===== src/rtl/control_sequencer.sv =====
// rtl/control_sequencer.sv - hardwired fetch/decode/execute control unit for the datapath
// Moore sequencer: T0-T2 fetch, T3 decodes ir[31:27], T4-T7 execute; stop halts at the next boundary.
module control_sequencer #(
    parameter logic [4:0] INC_PC_CODE = 5'd14,
    parameter logic [4:0] ALU_ADD     = 5'd1,
    parameter logic [4:0] ALU_SUB     = 5'd2,
    parameter logic [4:0] ALU_AND     = 5'd3,
    parameter logic [4:0] ALU_OR      = 5'd4
) (
    input  logic        clk,
    input  logic        clr,
    input  logic [31:0] ir,
    input  logic        stop,
    output logic [31:0] enable,
    output logic [31:0] busSelect,
    output logic [4:0]  Control_Signals,
    output logic        Gra,
    output logic        Grb,
    output logic        Grc,
    output logic        Rin,
    output logic        Rout,
    output logic        BAout,
    output logic        MD_Read,
    output logic        ReadRAM,
    output logic        WriteRAM,
    output logic        run
);

    localparam int EN_ZIN      = 18;
    localparam int EN_YIN      = 19;
    localparam int EN_PCIN     = 20;
    localparam int EN_MDRIN    = 21;
    localparam int EN_IRIN     = 24;
    localparam int EN_MARIN    = 25;
    localparam int EN_OUTPORT  = 26;

    localparam int BS_ZLOW     = 19;
    localparam int BS_PCOUT    = 20;
    localparam int BS_MDROUT   = 21;
    localparam int BS_INPORT   = 22;
    localparam int BS_COUT     = 23;

    localparam logic [4:0] OP_LD   = 5'b00000;
    localparam logic [4:0] OP_LDI  = 5'b00001;
    localparam logic [4:0] OP_ST   = 5'b00010;
    localparam logic [4:0] OP_ADD  = 5'b00011;
    localparam logic [4:0] OP_SUB  = 5'b00100;
    localparam logic [4:0] OP_AND  = 5'b00101;
    localparam logic [4:0] OP_OR   = 5'b00110;
    localparam logic [4:0] OP_ADDI = 5'b01100;
    localparam logic [4:0] OP_ANDI = 5'b01101;
    localparam logic [4:0] OP_ORI  = 5'b01110;
    localparam logic [4:0] OP_IN   = 5'b10110;
    localparam logic [4:0] OP_OUT  = 5'b10111;
    localparam logic [4:0] OP_NOP  = 5'b11010;

    typedef enum logic [3:0] {
        RST_S, T0, T1, T2, T3, T4, T5, T6, T7, HALT_S
    } state_t;

    state_t state_q, state_d;
    logic   stop_q, stop_d;

    logic [4:0] opcode;
    logic       unused_ir;
    logic       is_ld, is_ldi, is_st, is_rtype, is_itype, is_in, is_out, is_nop;
    logic       is_addr, is_mem, is_short, is_six, is_valid;
    logic [4:0] alu_code;
    logic       run_state, last_step;

    assign opcode    = ir[31:27];
    assign unused_ir = ^ir[26:0];

    assign is_ld    = (opcode == OP_LD);
    assign is_ldi   = (opcode == OP_LDI);
    assign is_st    = (opcode == OP_ST);
    assign is_rtype = (opcode == OP_ADD) || (opcode == OP_SUB) ||
                      (opcode == OP_AND) || (opcode == OP_OR);
    assign is_itype = (opcode == OP_ADDI) || (opcode == OP_ANDI) || (opcode == OP_ORI);
    assign is_in    = (opcode == OP_IN);
    assign is_out   = (opcode == OP_OUT);
    assign is_nop   = (opcode == OP_NOP);
    assign is_addr  = is_ld || is_ldi || is_st;
    assign is_mem   = is_ld || is_st;
    assign is_short = is_in || is_out || is_nop;
    assign is_six   = is_ldi || is_rtype || is_itype;
    assign is_valid = is_mem || is_six || is_short;

    // Address arithmetic for ld/ldi/st always adds the offset.
    always_comb begin
        alu_code = ALU_ADD;
        case (opcode)
            OP_SUB:          alu_code = ALU_SUB;
            OP_AND, OP_ANDI: alu_code = ALU_AND;
            OP_OR, OP_ORI:   alu_code = ALU_OR;
            default:         alu_code = ALU_ADD;
        endcase
    end

    assign run_state = (state_q != RST_S) && (state_q != HALT_S);

    always_comb begin
        last_step = 1'b0;
        case (state_q)
            T3:      last_step = is_short;
            T5:      last_step = is_six;
            T7:      last_step = 1'b1;
            default: last_step = 1'b0;
        endcase
    end

    always_ff @(posedge clk or negedge clr) begin
        if (!clr) begin
            state_q <= RST_S;
            stop_q  <= 1'b0;
        end else begin
            state_q <= state_d;
            stop_q  <= stop_d;
        end
    end

    always_comb begin
        state_d = state_q;
        stop_d  = run_state ? (stop_q || stop) : 1'b0;
        case (state_q)
            RST_S:   state_d = T0;
            T0:      state_d = T1;
            T1:      state_d = T2;
            T2:      state_d = T3;
            T3:      state_d = is_valid ? T4 : HALT_S;
            T4:      state_d = T5;
            T5:      state_d = T6;
            T6:      state_d = T7;
            T7:      state_d = T0;
            HALT_S:  state_d = HALT_S;
            default: state_d = RST_S;
        endcase
        // A stop seen anywhere in the instruction turns its boundary into a halt.
        if (last_step) begin
            state_d = (stop_q || stop) ? HALT_S : T0;
        end
        if (last_step || state_d == HALT_S) begin
            stop_d = 1'b0;
        end
    end

    always_comb begin
        enable          = '0;
        busSelect       = '0;
        Control_Signals = '0;
        Gra             = 1'b0;
        Grb             = 1'b0;
        Grc             = 1'b0;
        Rin             = 1'b0;
        Rout            = 1'b0;
        BAout           = 1'b0;
        MD_Read         = 1'b0;
        ReadRAM         = 1'b0;
        WriteRAM        = 1'b0;
        run             = run_state;
        case (state_q)
            T0: begin
                busSelect[BS_PCOUT] = 1'b1;
                enable[EN_MARIN]    = 1'b1;
                enable[EN_ZIN]      = 1'b1;
                Control_Signals     = INC_PC_CODE;
            end
            T1: begin
                busSelect[BS_ZLOW] = 1'b1;
                enable[EN_PCIN]    = 1'b1;
                enable[EN_MDRIN]   = 1'b1;
                MD_Read            = 1'b1;
                ReadRAM            = 1'b1;
            end
            T2: begin
                busSelect[BS_MDROUT] = 1'b1;
                enable[EN_IRIN]      = 1'b1;
            end
            T3: begin
                if (is_addr) begin
                    Grb            = 1'b1;
                    BAout          = 1'b1;
                    enable[EN_YIN] = 1'b1;
                end else if (is_rtype || is_itype) begin
                    Grb            = 1'b1;
                    Rout           = 1'b1;
                    enable[EN_YIN] = 1'b1;
                end else if (is_in) begin
                    busSelect[BS_INPORT] = 1'b1;
                    Gra                  = 1'b1;
                    Rin                  = 1'b1;
                end else if (is_out) begin
                    Gra                 = 1'b1;
                    Rout                = 1'b1;
                    enable[EN_OUTPORT]  = 1'b1;
                end
            end
            T4: begin
                enable[EN_ZIN]  = 1'b1;
                Control_Signals = alu_code;
                if (is_rtype) begin
                    Grc  = 1'b1;
                    Rout = 1'b1;
                end else begin
                    busSelect[BS_COUT] = 1'b1;
                end
            end
            T5: begin
                busSelect[BS_ZLOW] = 1'b1;
                if (is_mem) begin
                    enable[EN_MARIN] = 1'b1;
                end else begin
                    Gra = 1'b1;
                    Rin = 1'b1;
                end
            end
            T6: begin
                enable[EN_MDRIN] = 1'b1;
                if (is_ld) begin
                    MD_Read = 1'b1;
                    ReadRAM = 1'b1;
                end else begin
                    Gra  = 1'b1;
                    Rout = 1'b1;
                end
            end
            T7: begin
                if (is_ld) begin
                    busSelect[BS_MDROUT] = 1'b1;
                    Gra                  = 1'b1;
                    Rin                  = 1'b1;
                end else begin
                    WriteRAM = 1'b1;
                end
            end
            default: ;
        endcase
    end

endmodule


===== config.mk =====
export PLATFORM = sky130hd
export DESIGN_NAME = control_sequencer
export DESIGN_NICKNAME = d
export VERILOG_FILES = /design/src/rtl/control_sequencer.sv
export SDC_FILE = /design/constraint.sdc
export NUM_CORES = 1
export LEC_CHECK = 0
export CELL_PAD_IN_SITES_DETAIL_PLACEMENT = 0
export CELL_PAD_IN_SITES_GLOBAL_PLACEMENT = 2
export CORE_MARGIN = 2
export CORE_UTILIZATION = 15
export DETAILED_ROUTE_END_ITERATION = 16
export PLACE_DENSITY = 0.95
export SLEW_MARGIN = 20
export SYNTH_ARGS = -nofsm -noshare
export SYNTH_HDL_FRONTEND = slang
export SYNTH_SLANG_ARGS = --single-unit

===== constraint.sdc =====
create_clock -name clk -period 5.63 [get_ports clk]
set_input_delay 1.4075 -clock clk [delete_from_list [all_inputs] [get_ports clk]]
set_output_delay 1.4075 -clock clk [all_outputs]
set_load 0.02 [all_outputs]

== Word level (Yosys, flattened, before mapping) ==
Index checks and enable logic that the tools add are counted.
W data, S select, Z words.

* Register bits after elaboration: 5
* Input port bits: 35
* Output and inout bits: 79
* Word-level logic and storage cells: 101

* Reductions and logical operators: 27
* Eq/ne operators: 23
* Muxes and demuxes: 49

{| class="wikitable"
|+ Operator list
! cell !! count
|-
| $mux W1 || 36
|-
| $pmux W4 S9 || 1
|-
| $logic_or A1 B1 Y1 || 17
|-
| $eq A4 B3 Y1 const B || 4
|-
| $eq A5 B3 Y1 const B || 3
|-
| $eq A5 B4 Y1 const B || 3
|-
| $eq A5 B5 Y1 const B || 3
|-
| $eq A4 B4 Y1 const B || 3
|-
| $mux W4 || 3
|-
| $reduce_or A2 Y1 || 6
|-
| $eq A5 B2 Y1 const B || 2
|-
| $pmux W5 S2 || 1
|-
| $pmux W1 S3 || 3
|-
| $pmux W3 S3 || 1
|-
| $eq A4 B2 Y1 const B || 2
|-
| $pmux W1 S2 || 3
|-
| $eq A5 B1 Y1 const B || 1
|-
| $logic_not A5 Y1 || 1
|-
| $eq A4 B1 Y1 const B || 1
|-
| $logic_not A4 Y1 || 1
|-
| $ne A4 B4 Y1 const B || 1
|-
| $pmux W1 S4 || 1
|-
| $reduce_bool A4 Y1 || 1
|-
| $logic_and A1 B1 Y1 || 1
|}

== Depth between registers and ports, before layout ==
* Depth after elaboration: 14
* Depth in mapped cells: 5
* Depth with buffers taken out: 4

== Worst setup path after synthesis ==
OpenSTA, ideal clock, no wires.

* Path type: input port to output port
* Start: input ir[31]
* End: output Control_Signals[1]
* Path buffers: 1
* Cell stages on the path: 4
* Setup slack: 1.604 ns
* Data arrival time: 2.619 ns
* Required time: 4.223 ns
* Path through: clkbuf_1 nand2b_1 a211o_2 a211oi_1

* Longest elaborated chain between the ends: 4
* Elaborated cells between the ends (all ways): 9
* Those cells by class: eq/ne (5); mux (2); reduce/logical (2)

{| class="wikitable"
|+ RTL lines
! item !! RTL line !! RTL
|-
| start: declaration || 12 || <nowiki>input logic [31:0] ir,</nowiki>
|-
| $eq A5 B3 Y1 / $eq A5 B4 Y1 (equally long branches) || 92 || <nowiki>case (opcode)</nowiki>
|-
| $reduce_or A2 Y1 || 92 ||
|-
| $pmux W3 S3 * || 92 ||
|-
| $pmux W5 S2 * || 161 || <nowiki>case (state_q)</nowiki>
|-
| end: declaration || 16 || <nowiki>output logic [4:0] Control_Signals,</nowiki>
|}

Every way passes the cells marked *; elsewhere a longest branch is shown, timed or not.

== Final worst setup path ==
* Start: input ir[30]
* End: output Gra

* Longest elaborated chain between the ends: 8
* Elaborated cells between the ends (all ways): 29
* Those cells by class: eq/ne (11); mux (8); reduce/logical (10)

{| class="wikitable"
|+ RTL lines
! item !! RTL line !! RTL
|-
| $eq A5 B2 Y1 / $eq A5 B3 Y1 (equally long branches) || 77 || <nowiki>assign is_rtype = (opcode == OP_ADD) || (opcode == OP_SUB) ||</nowiki>
|-
| $logic_or A1 B1 Y1 (2 in series) || 77 ||
|-
| $logic_or A1 B1 Y1 || 78 || <nowiki>(opcode == OP_AND) || (opcode == OP_OR);</nowiki>
|-
| $logic_or A1 B1 Y1 || 184 || <nowiki>end else if (is_rtype || is_itype) begin</nowiki>
|-
| $mux W1 || 184 ||
|-
| $mux W1 || 180 || <nowiki>if (is_addr) begin</nowiki>
|-
| $pmux W1 S4 * || 161 ||
|-
| end: declaration || 17 || <nowiki>output logic Gra,</nowiki>
|}

Marks and branches as above.

==> results.json <==
{
  "status": "finished, final reports clean",
  "synth_area_um2": 1181,
  "crit_path_end_kind": "output pin",
  "viasPerCell": 3.537,
  "grt_antenna_before_repair": 0,
  "comb_power_share": 0.686,
  "io_buffers": 33,
  "grt_setup_unrepaired": "false",
  "root_buffer": "clkbuf_8",
  "fmax_ghz": 0.1962,
  "drt_iter0_drc": 91,
  "relSlewSlack": 0.6129,
  "finalHoldViolCount": 0,
  "switchingPower_uw": 258.9,
  "drc": 0,
  "drive_gt1_frac": 0.09189,
  "yosysUniqueCellTypes": 48,
  "utilization": 0.1854,
  "reg2reg_slack_ns": 3.80,
  "dp_hpwl_um": 2307,
  "fin_nets": 221,
  "clk_latency_ns": 0.22,
  "path_class": "in -> out",
  "regToRegEndpoint": "state_q[3]",
  "crit_path_end": "Gra",
  "cts_made_buffers": 3,
  "grt_start_max_net_pins": 18,
  "cts_setup_buffers": 0,
  "cts_tree": "yes",
  "pwr-share-seq": 0.186,
  "cts-resized-gates": 0,
  "maxSlewViolCount": 0,
  "vias": 1015,
  "syn_inst": 158,
  "clkPwrFrac": 0.128,
  "finalSetupViolCount": 0,
  "clk_pin_slew_worst_paths_ns": 0.03,
  "syn_avg_cell_area_um2": 7.476,
  "coreArea_um2": 7687,
  "h-tree-depth": 1,
  "synth-main-ff-cell": "dfrtp_1",
  "grt_overflow": 0,
  "die_x_um": 92.74,
  "ff2ff_path_depth": 4,
  "yosysSeqAreaShare": 0.1059,
  "cts_buffer_depth": 2,
  "post-route-worst-setup-slack_ns": 0.5330,
  "r2r-start": "state_q[3]",
  "path_max_fanout": 10,
  "period_minus_slack_ns": 5.097,
  "start_kind": "primary input",
  "synth_seq_cells": 5,
  "final_common_cell": "conb_1",
  "synth_edf_count": 0,
  "p_total_uw": 516.9,
  "routabilityCongestion": 0.7636,
  "ant_nets": 0,
  "synthArstFlopShare": 1.000,
  "maxCapViolations": 0,
  "dpl_worst_slack_ns": 0.5205,
  "whs_ns": 0.5688,
  "cts.sinks": 5,
  "die_y_um": 92.74,
  "antenna_cells": 0,
  "p_int_uw": 258.0,
  "initial_core_util": 0.1536,
  "cp-startpoint": "ir[30]",
  "hp-class": "reg -> reg",
  "yosys_warnings": 0,
  "final_cell_mix": "conb_1 (53), clkdlybuf4s50_1 (33), nor2_1 (12), nand2_1 (9), dfrtp_1 (5)",
  "nFillCells": 873,
  "cp.arrival_ns": 3.69,
  "skew_ns": 0.001266,
  "max_slew.worst_pin.slew_ns": 0.5806,
  "netSwitchingFraction": 0.5009,
  "grt_pass1_wl_um": 4319,
  "cts_hold_buf": 0,
  "wl_um": 2817,
  "first_pass_iters": 5,
  "die_area_um2": 8600,
  "ir_worst_vdd_mv": 0.08578,
  "tns_ns": 0,
  "gr-usage-all-layers": 0.06302,
  "fin_crit_sh": 0.9053,
  "routedWlPerCell_um": 9.815,
  "row_count": 32,
  "ios": 114,
  "first_global_vias": 886,
  "syn_to_final_growth_pct": 20.66,
  "power.density_nw_per_um2": 362.7,
  "power_leakage_nw": 0.6399,
  "cp_data_required_time_ns": 4.22
}
[registers in the layout (all words and copies together) (netlist names)]
signal   cells
stop_q       1
state_q      4
[synth_stat cells (2+ instances only)]
| master | n | area (um2) |
|---|---|---|
| a211oi_1 | 3 | 22.52 |
| a21boi_0 | 2 | 15.01 |
| a21oi_1 | 2 | 10.01 |
| a31oi_1 | 2 | 12.51 |
| and3_1 | 2 | 12.51 |
| and3b_1 | 2 | 17.52 |
| buf_2 | 3 | 15.01 |
| buf_4 | 58 | 435.4 |
| buf_6 | 2 | 22.52 |
| clkbuf_1 | 3 | 11.26 |
| dfrtp_1 | 5 | 125.1 |
| inv_1 | 2 | 7.510 |
| nand2_1 | 9 | 33.78 |
| nand2b_1 | 4 | 25.02 |
| nand3_1 | 3 | 15.01 |
| nand4_1 | 3 | 18.77 |
| nor2_1 | 12 | 45.04 |
| nor2b_1 | 2 | 12.51 |
| nor3_1 | 3 | 15.01 |
| nor3b_2 | 2 | 25.02 |
| nor4_1 | 2 | 12.51 |
| o211ai_1 | 2 | 15.01 |
| o21ai_0 | 4 | 20.02 |
| or2b_1 | 2 | 15.01 |
[critical path, cell delays in order]
cell and delay, ns:
clkdlybuf4s50_1 0.56, or4_4 0.52, nor2_1 0.26, nand2_1 0.16, o211ai_1 0.14, clkdlybuf4s50_1 0.65
[layout make-up]
cell class / count / area (um2) / share of cell area
multi-input combinational: 137 / 759.5 / 0.5329
inverter: 2 / 7.507 / 0.005268
sequential: 5 / 125.1 / 0.08780
tap: 102 / 127.6 / 0.08955
clock buffer: 4 / 45.04 / 0.03161
timing repair buffer: 37 / 360.3 / 0.2529
[layer usage]
layer / vias up / GRT usage / share of wire
li1: 487 / - / -
met1: 464 / 0.07738 / 0.39
met2: 56 / 0.1028 / 0.52
met3: 8 / 0.009764 / 0.064
met4: 0 / 0.03922 / 0.028
met5: - / 0 / 0
[power groups by stage]
stage	Sequential (mW)	Combinational (mW)	Clock (mW)
after floorplan	0.0626	0.294	0
after global placement	0.0957	0.356	0
after detailed placement	0.0963	0.358	0
after CTS	0.0960	0.359	0.0674
after global routing	0.103	0.383	0.0713
final	0.0962	0.355	0.0661
[cells by family after synthesis]
logic type,after synthesis,synth area share
XOR/XNOR,2,0.01483
AND/OR/NAND/NOR,56,0.2977
AO/OA/AOI/OAI,25,0.1525
buffers and inverters,68,0.4163
flip-flops,5,0.1059
other,1,0.003175
multiplexers,1,0.009533
[per-stage QoR]
step                      area, um2  instances
after floorplan                1376        210
after global placement         1380        283
after detailed placement       1380        283
after CTS                      1425        287
after global routing           1425        287
final                          1425        287
[worst min path at each step]
stage	depth (start not counted)	from	end
after floorplan	2	stop_q	state_q[3]
after global placement	2	stop_q	state_q[3]
after detailed placement	2	stop_q	state_q[3]
after CTS	2	stop_q	state_q[3]
after global routing	2	stop_q	state_q[3]
final	2	stop_q	state_q[3]
(Power assumes the default switching activity.)
